===== config.mk =====
export PLATFORM = sky130hd
export DESIGN_NAME = spike_demux_flat
export DESIGN_NICKNAME = d
export VERILOG_FILES = /design/src/rtl/spike_mux_pkg.sv /design/src/rtl/spike_demux_if.sv /design/src/rtl/spike_demux_lane.sv /design/src/rtl/spike_demux.sv /design/src/flat_wrapper.sv
export SDC_FILE = /design/constraint.sdc
export NUM_CORES = 1
export LEC_CHECK = 0
export BUFFER_PORTS_ARGS = -buffer_cell sky130_fd_sc_hd__buf_4
export CORE_MARGIN = 3
export CORE_UTILIZATION = 49
export CTS_BUF_LIST = sky130_fd_sc_hd__clkbuf_8
export DETAILED_ROUTE_END_ITERATION = 7
export PLACE_DENSITY = 0.66
export SLEW_MARGIN = 30
export SYNTH_ARGS = -nofsm -noshare
export SYNTH_HDL_FRONTEND = slang
export SYNTH_SLANG_ARGS = --single-unit

===== constraint.sdc =====
create_clock -name clk -period 2.7 [get_ports clk]
set_clock_uncertainty 0.1 [all_clocks]
set_input_delay 0.81 -clock clk [delete_from_list [all_inputs] [get_ports clk]]
set_output_delay 0.81 -clock clk [all_outputs]
set_load 0.05 [all_outputs]

===== src/rtl/spike_mux_pkg.sv =====
// Shared definitions for the replay-buffer mux and the spike demux:
// the window-phase encoding, default sizes, and the spike-time width helper.
package spike_mux_pkg;

    // Owner of the current gamma window
    typedef enum logic {
        PH_NET1 = 1'b0,
        PH_NET2 = 1'b1
    } phase_t;

    localparam int unsigned Q_DEF         = 2;
    localparam int unsigned GAMMA_LEN_DEF = 16;

    // Width of a spike-time value for a window of gamma_len cycles
    function automatic int unsigned time_width(input int unsigned gamma_len);
        return (gamma_len < 2) ? 1 : $clog2(gamma_len);
    endfunction

endpackage


===== src/rtl/spike_demux_if.sv =====
// Column-side bus of the spike demux.
//   grst           : first cycle of each gamma window (one-cycle pulse)
//   col_spikes     : shared column output spikes
//   output_spikes1 : network-1 replayed spikes
//   output_spikes2 : network-2 replayed spikes
//   frame_done     : pulse after a frame moves to the replay bank
//   phase          : current window owner
interface spike_demux_if
    import spike_mux_pkg::*;
#(
    parameter int unsigned Q = Q_DEF
);
    logic         grst;
    logic [Q-1:0] col_spikes;
    logic [Q-1:0] output_spikes1;
    logic [Q-1:0] output_spikes2;
    logic         frame_done;
    phase_t       phase;

    modport master (
        output grst,
        output col_spikes,
        input  output_spikes1,
        input  output_spikes2,
        input  frame_done,
        input  phase
    );

    modport slave (
        input  grst,
        input  col_spikes,
        output output_spikes1,
        output output_spikes2,
        output frame_done,
        output phase
    );
endinterface


===== src/rtl/spike_demux_lane.sv =====
// One neuron's capture/replay storage.
//   t_now     : effective window time of this cycle
//   phase_now : effective window owner of this cycle
//   transfer  : capture bank moves to the replay bank this cycle
//   spike     : this neuron's column spike
//   match_c   : per-network replay hit this cycle (bit 0 = net 1, bit 1 = net 2)
module demux_lane
    import spike_mux_pkg::*;
#(
    parameter int unsigned TW = 4
) (
    input  logic          clk,
    input  logic          rstb,
    input  logic [TW-1:0] t_now,
    input  phase_t        phase_now,
    input  logic          transfer,
    input  logic          spike,
    output logic [1:0]    match_c
);

    logic [1:0]    cap_v, cap_v_nxt;
    logic [1:0]    rep_v, rep_v_nxt;
    logic [TW-1:0] cap_t     [2];
    logic [TW-1:0] cap_t_nxt [2];
    logic [TW-1:0] rep_t     [2];
    logic [TW-1:0] rep_t_src [2];
    logic [1:0]    rep_v_src;
    logic          p;

    // Replay source bypasses the capture bank on a transfer so time-0 hits survive
    always_comb begin
        p            = logic'(phase_now);
        rep_v_src    = transfer ? cap_v : rep_v;
        rep_t_src[0] = transfer ? cap_t[0] : rep_t[0];
        rep_t_src[1] = transfer ? cap_t[1] : rep_t[1];
        for (int n = 0; n < 2; n++) begin
            match_c[n] = (phase_now == PH_NET1) && rep_v_src[n] && (rep_t_src[n] == t_now);
        end
        // A matched entry is consumed so it pulses once even at a saturated count
        rep_v_nxt = rep_v_src & ~match_c;
    end

    // First spike per window wins; a transfer starts from a cleared bank
    always_comb begin
        cap_v_nxt    = transfer ? 2'b00 : cap_v;
        cap_t_nxt[0] = transfer ? '0 : cap_t[0];
        cap_t_nxt[1] = transfer ? '0 : cap_t[1];
        if (spike && !cap_v_nxt[p]) begin
            cap_v_nxt[p] = 1'b1;
            cap_t_nxt[p] = t_now;
        end
    end

    always_ff @(posedge clk or negedge rstb) begin
        if (!rstb) begin
            cap_v    <= 2'b00;
            rep_v    <= 2'b00;
            cap_t[0] <= '0;
            cap_t[1] <= '0;
            rep_t[0] <= '0;
            rep_t[1] <= '0;
        end else begin
            cap_v    <= cap_v_nxt;
            rep_v    <= rep_v_nxt;
            cap_t[0] <= cap_t_nxt[0];
            cap_t[1] <= cap_t_nxt[1];
            rep_t[0] <= rep_t_src[0];
            rep_t[1] <= rep_t_src[1];
        end
    end

endmodule


===== src/rtl/spike_demux.sv =====
// Splits the time-shared column output into per-network spike trains:
// captures first-spike times per window, replays both networks aligned
// during window 0 of the following frame.
//   clk  : clock
//   rstb : asynchronous active-low reset
//   bus  : column-side bus (grst, col_spikes in; replayed spikes, frame_done, phase out)
module spike_demux
    import spike_mux_pkg::*;
#(
    parameter int unsigned Q         = Q_DEF,
    parameter int unsigned GAMMA_LEN = GAMMA_LEN_DEF
) (
    input  logic          clk,
    input  logic          rstb,
    spike_demux_if.slave  bus
);

    localparam int unsigned   TW    = time_width(GAMMA_LEN);
    localparam logic [TW-1:0] T_MAX = TW'(GAMMA_LEN - 1);

    logic [TW-1:0] cnt, cnt_nxt, t_now;
    phase_t        phase_q, phase_now;
    logic          transfer_c;
    logic [1:0]    match_c [Q];
    logic [Q-1:0]  sp1_c, sp2_c;
    logic [Q-1:0]  sp1_q, sp2_q;
    logic          frame_done_q;

    // A grst cycle is cycle 0 of the next window; the counter saturates if grst is late
    always_comb begin
        t_now      = bus.grst ? '0 : cnt;
        phase_now  = bus.grst ? phase_t'(~phase_q) : phase_q;
        transfer_c = bus.grst && (phase_q == PH_NET2);
        cnt_nxt    = (t_now == T_MAX) ? T_MAX : t_now + TW'(1);
    end

    for (genvar g = 0; g < Q; g++) begin : g_lane
        demux_lane #(.TW(TW)) u_lane (
            .clk       (clk),
            .rstb      (rstb),
            .t_now     (t_now),
            .phase_now (phase_now),
            .transfer  (transfer_c),
            .spike     (bus.col_spikes[g]),
            .match_c   (match_c[g])
        );
    end

    always_comb begin
        sp1_c = '0;
        sp2_c = '0;
        for (int q = 0; q < Q; q++) begin
            sp1_c[q] = match_c[q][0];
            sp2_c[q] = match_c[q][1];
        end
    end

    always_ff @(posedge clk or negedge rstb) begin
        if (!rstb) begin
            cnt          <= '0;
            phase_q      <= PH_NET2;
            frame_done_q <= 1'b0;
            sp1_q        <= '0;
            sp2_q        <= '0;
        end else begin
            cnt          <= cnt_nxt;
            phase_q      <= phase_now;
            frame_done_q <= transfer_c;
            sp1_q        <= sp1_c;
            sp2_q        <= sp2_c;
        end
    end

    assign bus.output_spikes1 = sp1_q;
    assign bus.output_spikes2 = sp2_q;
    assign bus.frame_done     = frame_done_q;
    assign bus.phase          = phase_q;

endmodule


===== src/flat_wrapper.sv =====
// flat-port wrapper written by rule: the top's interface ports become plain ports
module spike_demux_flat import spike_mux_pkg::*;
#(
    parameter int unsigned Q         = Q_DEF,
    parameter int unsigned GAMMA_LEN = GAMMA_LEN_DEF
)
  (clk, rstb, bus_grst, bus_col_spikes, bus_output_spikes1, bus_output_spikes2, bus_frame_done, bus_phase);
  spike_demux_if #(.Q(Q)) bus_i ();
  input  logic clk;
  input  logic rstb;
  input wire logic [$bits(bus_i.grst)-1:0] bus_grst;
  input wire logic [$bits(bus_i.col_spikes)-1:0] bus_col_spikes;
  output wire logic [$bits(bus_i.output_spikes1)-1:0] bus_output_spikes1;
  output wire logic [$bits(bus_i.output_spikes2)-1:0] bus_output_spikes2;
  output wire logic [$bits(bus_i.frame_done)-1:0] bus_frame_done;
  output wire logic [$bits(bus_i.phase)-1:0] bus_phase;
  assign bus_i.grst = bus_grst;
  assign bus_i.col_spikes = bus_col_spikes;
  assign bus_output_spikes1 = bus_i.output_spikes1;
  assign bus_output_spikes2 = bus_i.output_spikes2;
  assign bus_frame_done = bus_i.frame_done;
  assign bus_phase = bus_i.phase;
  spike_demux #(.Q(Q), .GAMMA_LEN(GAMMA_LEN)) u_core (.clk(clk), .rstb(rstb), .bus(bus_i));
endmodule

# Word level (Yosys, flattened, before mapping)
# Cells that the tools add are included.
classes:
  add_sub_neg: 1
  order_cmp: 4
  n_eq_ne: 5
  n_mux: 29
  bitwise: 9
  n_reduce_logical: 15
op_table:
  columns: ["op", "n"]
  rows:
  - ["$mux 4", 11]
  - ["$bwmux 8", 2]
  - ["$eq 4x4->1", 4]
  - ["$mux 8", 2]
  - ["$logic_and 1x1->1", 13]
  - ["$mux 2", 6]
  - ["$mux 1", 6]
  - ["$add 4x1->4 const B", 1]
  - ["$and 2x2->2", 2]
  - ["$demux 4 s1", 1]
  - ["$eq 4x4->1 const B", 1]
  - ["$not 2->2", 2]
  - ["$or 2x2->2", 2]
  - ["$ge 2x2->1 const B", 1]
  - ["$logic_not 1->1", 2]
  - ["$lt 1x2->1 const B", 1]
  - ["$lt 2x1->1 const B", 1]
  - ["$not 1->1", 2]
  - ["$not 1->2", 1]
  - ["$demux 1 s1", 1]
  - ["$ge 1x1->1 const B", 1]
word_totals:
  regBits: 50
  inputBits: 5
  out_inout_bits: 6
  wordCells: 80

# Depth between registers and ports, before layout
logic_depth:
  depth_word: 9
  ltp_mapped: 7
  ltp_nobuf: 5

# Cells and area by module
# Synthesis repeated with hierarchy kept, for this count alone.
unflattened:
  hier_cells: 165
  hier_area_um2: 2182.1
by_module_without_submodules:
  columns: ["module", "n_inst", "cells_per_inst", "area_each_um2", "seq_area_each_um2"]
  rows:
  - ["demux_lane", 2, 70, 915.9, 500.5]
  - ["spike_demux", 1, 25, 350.3, 251.5]

# Least setup slack after synthesis
# No wires, ideal clock.
synth_timing:
  kind: "input -> register"
  start: "in bus_grst"
  end: "reg u_core.g_lane[0].u_lane.rep_v[1]"
  setup_time_ps: 119
  arrival_time_ps: 2113
  t_required_ps: 2481
  slack_ps: 368
  path_stages: 6
  path_buffers: 1
  cell_sequence: "ha_1 > buf_6 > mux2_4 > xor2_1 > or3_1 > o21ba_1"
synth_lines:
  columns: ["element", "line_no", "rtl"]
  rows:
  - ["from (decl)", "flat_wrapper.sv:11", "input wire logic [$bits(bus_i.grst)-1:0] bus_grst;"]
  - ["to (signal assigned)", "spike_demux_lane.sv:64", "rep_v <= rep_v_nxt;"]
  - ["to (decl)", "spike_demux_lane.sv:22", "logic [1:0] rep_v, rep_v_nxt;"]

# Worst setup path after layout
layout_timing:
  start: "in bus_grst"
  end: "reg u_core.g_lane[1].u_lane.rep_v[1]"
layout_between:
  elab_chain_len: 6
  elab_cells_between_ends: 11
  classes_between: "1 x eq/ne; 4 x mux; 3 x bitwise; 3 x reduce/logical"
layout_lines:
  columns: ["element", "line_no", "rtl"]
  rows:
  - ["$logic_and 1x1->1 *", "spike_demux.sv:33", "transfer_c = bus.grst && (phase_q == PH_NET2);"]
  - ["net u_core.g_lane[0].u_lane.transfer", "spike_demux_lane.sv:16", "input logic transfer,"]
  - ["$mux 4 / $mux 2 (equally long branches)", "spike_demux_lane.sv:35, spike_demux_lane.sv:33", null]
  - ["$eq 4x4->1 / $logic_and 1x1->1 (equally long branches)", "spike_demux_lane.sv:37", "match_c[n] = (phase_now == PH_NET1) && rep_v_src[n] && (rep_t_src[n] == t_now);"]
  - ["$logic_and 1x1->1", "spike_demux_lane.sv:37", null]
  - ["$not 2->2", "spike_demux_lane.sv:40", "rep_v_nxt = rep_v_src & ~match_c;"]
  - ["$and 2x2->2 *", "spike_demux_lane.sv:40", null]
  - ["net u_core.g_lane[1].u_lane.rep_v_nxt[1]", "spike_demux_lane.sv:22", null]
  - ["to (signal assigned)", "spike_demux_lane.sv:64", null]
  - ["to (decl)", "spike_demux_lane.sv:22", null]
# Mark *: on every way through the listed nets, which the timed path passes. The rest lies on a longest branch.

==> results.json <==
{
  "vias": 1309,
  "grt_use_total": 0.168,
  "grtUsageMet2": 0.262,
  "cp-start-kind": "input pin",
  "nNetsFinal": 204,
  "die_h_um": 72.6,
  "initial_core_util": 0.524,
  "syn_area_per_cell_um2": 12.1,
  "whs_ns": 0.409,
  "routed_via_density": 5.28,
  "path_delay_family": "simple AND/OR/NAND/NOR gates",
  "die_w_um": 72.6,
  "cts_resized": 0,
  "final.min_clock_period_ns": 2.26,
  "drive_above_1_share": 0.157,
  "path_cells": "buf_4 > ha_1 > buf_12 > mux2i_2 > xnor2_1 > or3_1 > o21ba_1",
  "clkTransAtPathRegs_ns": 0.08,
  "max_slew_margin": 0.595,
  "diodes": 0,
  "rsz0062_at_grt": "no",
  "cts_tree": "yes",
  "synth_fp_nets": 187,
  "wl_per_cell_um": 15.4,
  "outcome": "finished clean",
  "cts_buffers": 5,
  "synth_top_cell_by_area": "dfrtp_1",
  "grt_overflow_total": 0,
  "root_buffer": "clkbuf_8",
  "worstHoldEndpoint": "u_core.g_lane[0].u_lane.rep_t[4]$_DFF_PN0_",
  "required_ns": 2.79,
  "path_buf_inv": 2,
  "pin_count": 11,
  "synth_seq_cells": 50,
  "antenna_found_initial": 0,
  "core-area_um2": 4140,
  "grt_max_degree": 51,
  "leakagePower_nw": 1.29,
  "mostFrequentLayoutCells": "dfrtp_1, inv_1, a22o_1, buf_4, mux2i_1",
  "grt_pass1_wl_mm": 6.80,
  "port_buffers": 10,
  "hpwlAfterDp_mm": 2.77,
  "grt.busiest_layer": "met2",
  "h-tree-depth": 2,
  "hold_viol_final": 0,
  "clk_latency_ns": 0.29,
  "r2r-start": "u_core.bus.phase$_DFF_PN1_",
  "setup_viol": 0,
  "place.gp.congestion": 0.765,
  "layout_commonest_cell": "dfrtp_1",
  "min_from": "u_core.g_lane[0].u_lane.rep_t[4]$_DFF_PN0_",
  "netlist.area_leader.share": 0.565,
  "hold-path-cell-count": 2,
  "fmax_mhz": 443,
  "async_flop_share": 1.00,
  "p_per_area_nw_per_um2": 973,
  "r2r.worst_path.cells": 6,
  "critPathMaxStageDelay_ns": 0.38,
  "first_global_vias": 1363,
  "drt_first_iter_violations": 54,
  "register_area_um2": 1250,
  "yosysSeqAreaShare": 0.577,
  "synth_cell_types": 28,
  "grt_use_met3": 0.0429,
  "hold_buffers": 0,
  "tightest_slew_ns": 0.608,
  "fillers": 349,
  "rows": 23,
  "synthTopCellsByArea": "dfrtp_1, mux2i_1, a22o_1",
  "clock-sinks": 50,
  "remaining_drc_errors": 0,
  "syn_to_final_growth_pct": 11.8,
  "synth_ff_type": "dfrtp_1",
  "critPathKind": "in -> reg",
  "multi_input_area_um2": 800,
  "reg2reg_slack_ns": 0.54,
  "ir_drop_mv": 0.500,
  "ant_nets": 0,
  "fin_crit_sh": 0.835,
  "cap_violations": 0,
  "crit_fanout": 17,
  "drt_pass1_iterations": 4,
  "setup_tns_ns": 0,
  "clock_path_buffers": 2,
  "timing.rr.end": "u_core.g_lane[1].u_lane.rep_v[1]$_DFF_PN0_",
  "hp-class": "reg -> reg",
  "wl_mm": 3.81,
  "synth_edf_count": 0,
  "crit_slowest_cell": "or3_1",
  "postCtsSetupBuffers": 0,
  "post-route-util": 0.585,
  "die_area_um2": 5260,
  "drv_slew": 0,
  "ys_warn_count": 0,
  "arrival_ns": 2.34,
  "synthCells": 180,
  "end_kind": "register",
  "syn_area_um2": 2170,
  "grt_use_met1": 0.226
}
-- stage by stage --
stage	instance area, um2	power (mW)	cells	setup slack, ns
final	2430	2.36	248	0.445
after global routing	2430	2.53	248	0.311
after CTS	2430	2.39	248	0.464
after detailed placement	2350	1.99	240	0.147
after global placement	2350	1.95	240	0.183
after floorplan	2170	1.74	180	0.368
-- Yosys cell counts (all sizes together) (5+ instances only) --
cell type and count:
a22o 16, nor2 7, nand2 8, inv 19, nor3 5, mux2i 18, dfrtp 49, buf 7
xor2 10, xnor2 6
-- state kept, by name, indices dropped and copies added, names as in the netlist --
name,cells
u_core.bus.phase,1
u_core.g_lane.u_lane.rep_v,4
u_core.g_lane.u_lane.rep_t,16
u_core.bus.frame_done,1
u_core.cnt,4
u_core.bus.output_spikes1,2
u_core.bus.output_spikes2,2
u_core.g_lane.u_lane.cap_v,4
u_core.g_lane.u_lane.cap_t,16
-- cell type report --
type,count,area share
Clock buffer,5,0.0284
Tap cell,50,0.0258
Sequential cell,50,0.516
Inverter,19,0.0294
Clock inverter,3,0.00464
Timing Repair Buffer,18,0.0660
Multi-Input combinational cell,103,0.330
-- how the worst max path moves through the flow --
stage / from / end / slack, ns / cells after the start
6_report: bus_grst / u_core.g_lane[1].u_lane.rep_v[1]$_DFF_PN0_ / 0.44 / 7
5_1_grt: bus_grst / u_core.bus.output_spikes2[1]$_DFF_PN0_ / 0.31 / 7
4_1_cts: bus_grst / u_core.g_lane[1].u_lane.rep_v[1]$_DFF_PN0_ / 0.46 / 7
3_5_place_dp: bus_grst / u_core.g_lane[1].u_lane.rep_v[1]$_DFF_PN0_ / 0.15 / 7
3_3_place_gp: bus_grst / u_core.g_lane[0].u_lane.rep_v[1]$_DFF_PN0_ / 0.18 / 6
2_1_floorplan: bus_grst / u_core.g_lane[0].u_lane.rep_v[1]$_DFF_PN0_ / 0.37 / 6
-- tightest hold or removal path, stage by stage, from the launching register on --
cell     delay (ns)
dfrtp_1        0.33
mux2i_1        0.09
inv_1          0.06
-- power by group --
part / total, mW / internal, mW / switching, mW
combinational: 0.894 / 0.371 / 0.523
sequential: 1.07 / 0.970 / 0.0996
clock: 0.396 / 0.173 / 0.223
-- logic make-up after synthesis --
kind of cell               Yosys count  share of synthesized area
AOI/OAI and AO/OA                   31                      0.110
xor gates and xnor gates            16                     0.0646
adders and majority gates            2                     0.0115
buffers and inverters               27                     0.0548
DFF                                 50                      0.577
muxes                               20                      0.100
and+or+nand+nor                     34                     0.0818
-- metal layers --
layer | wire length, um | vias to the layer above
met5 | 0 | -
met4 | 98 | 0
met2 | 1830 | 18
met3 | 114 | 9
met1 | 1770 | 648
li1 | - | 634
Note: power is estimated with default switching activity, not from simulation.
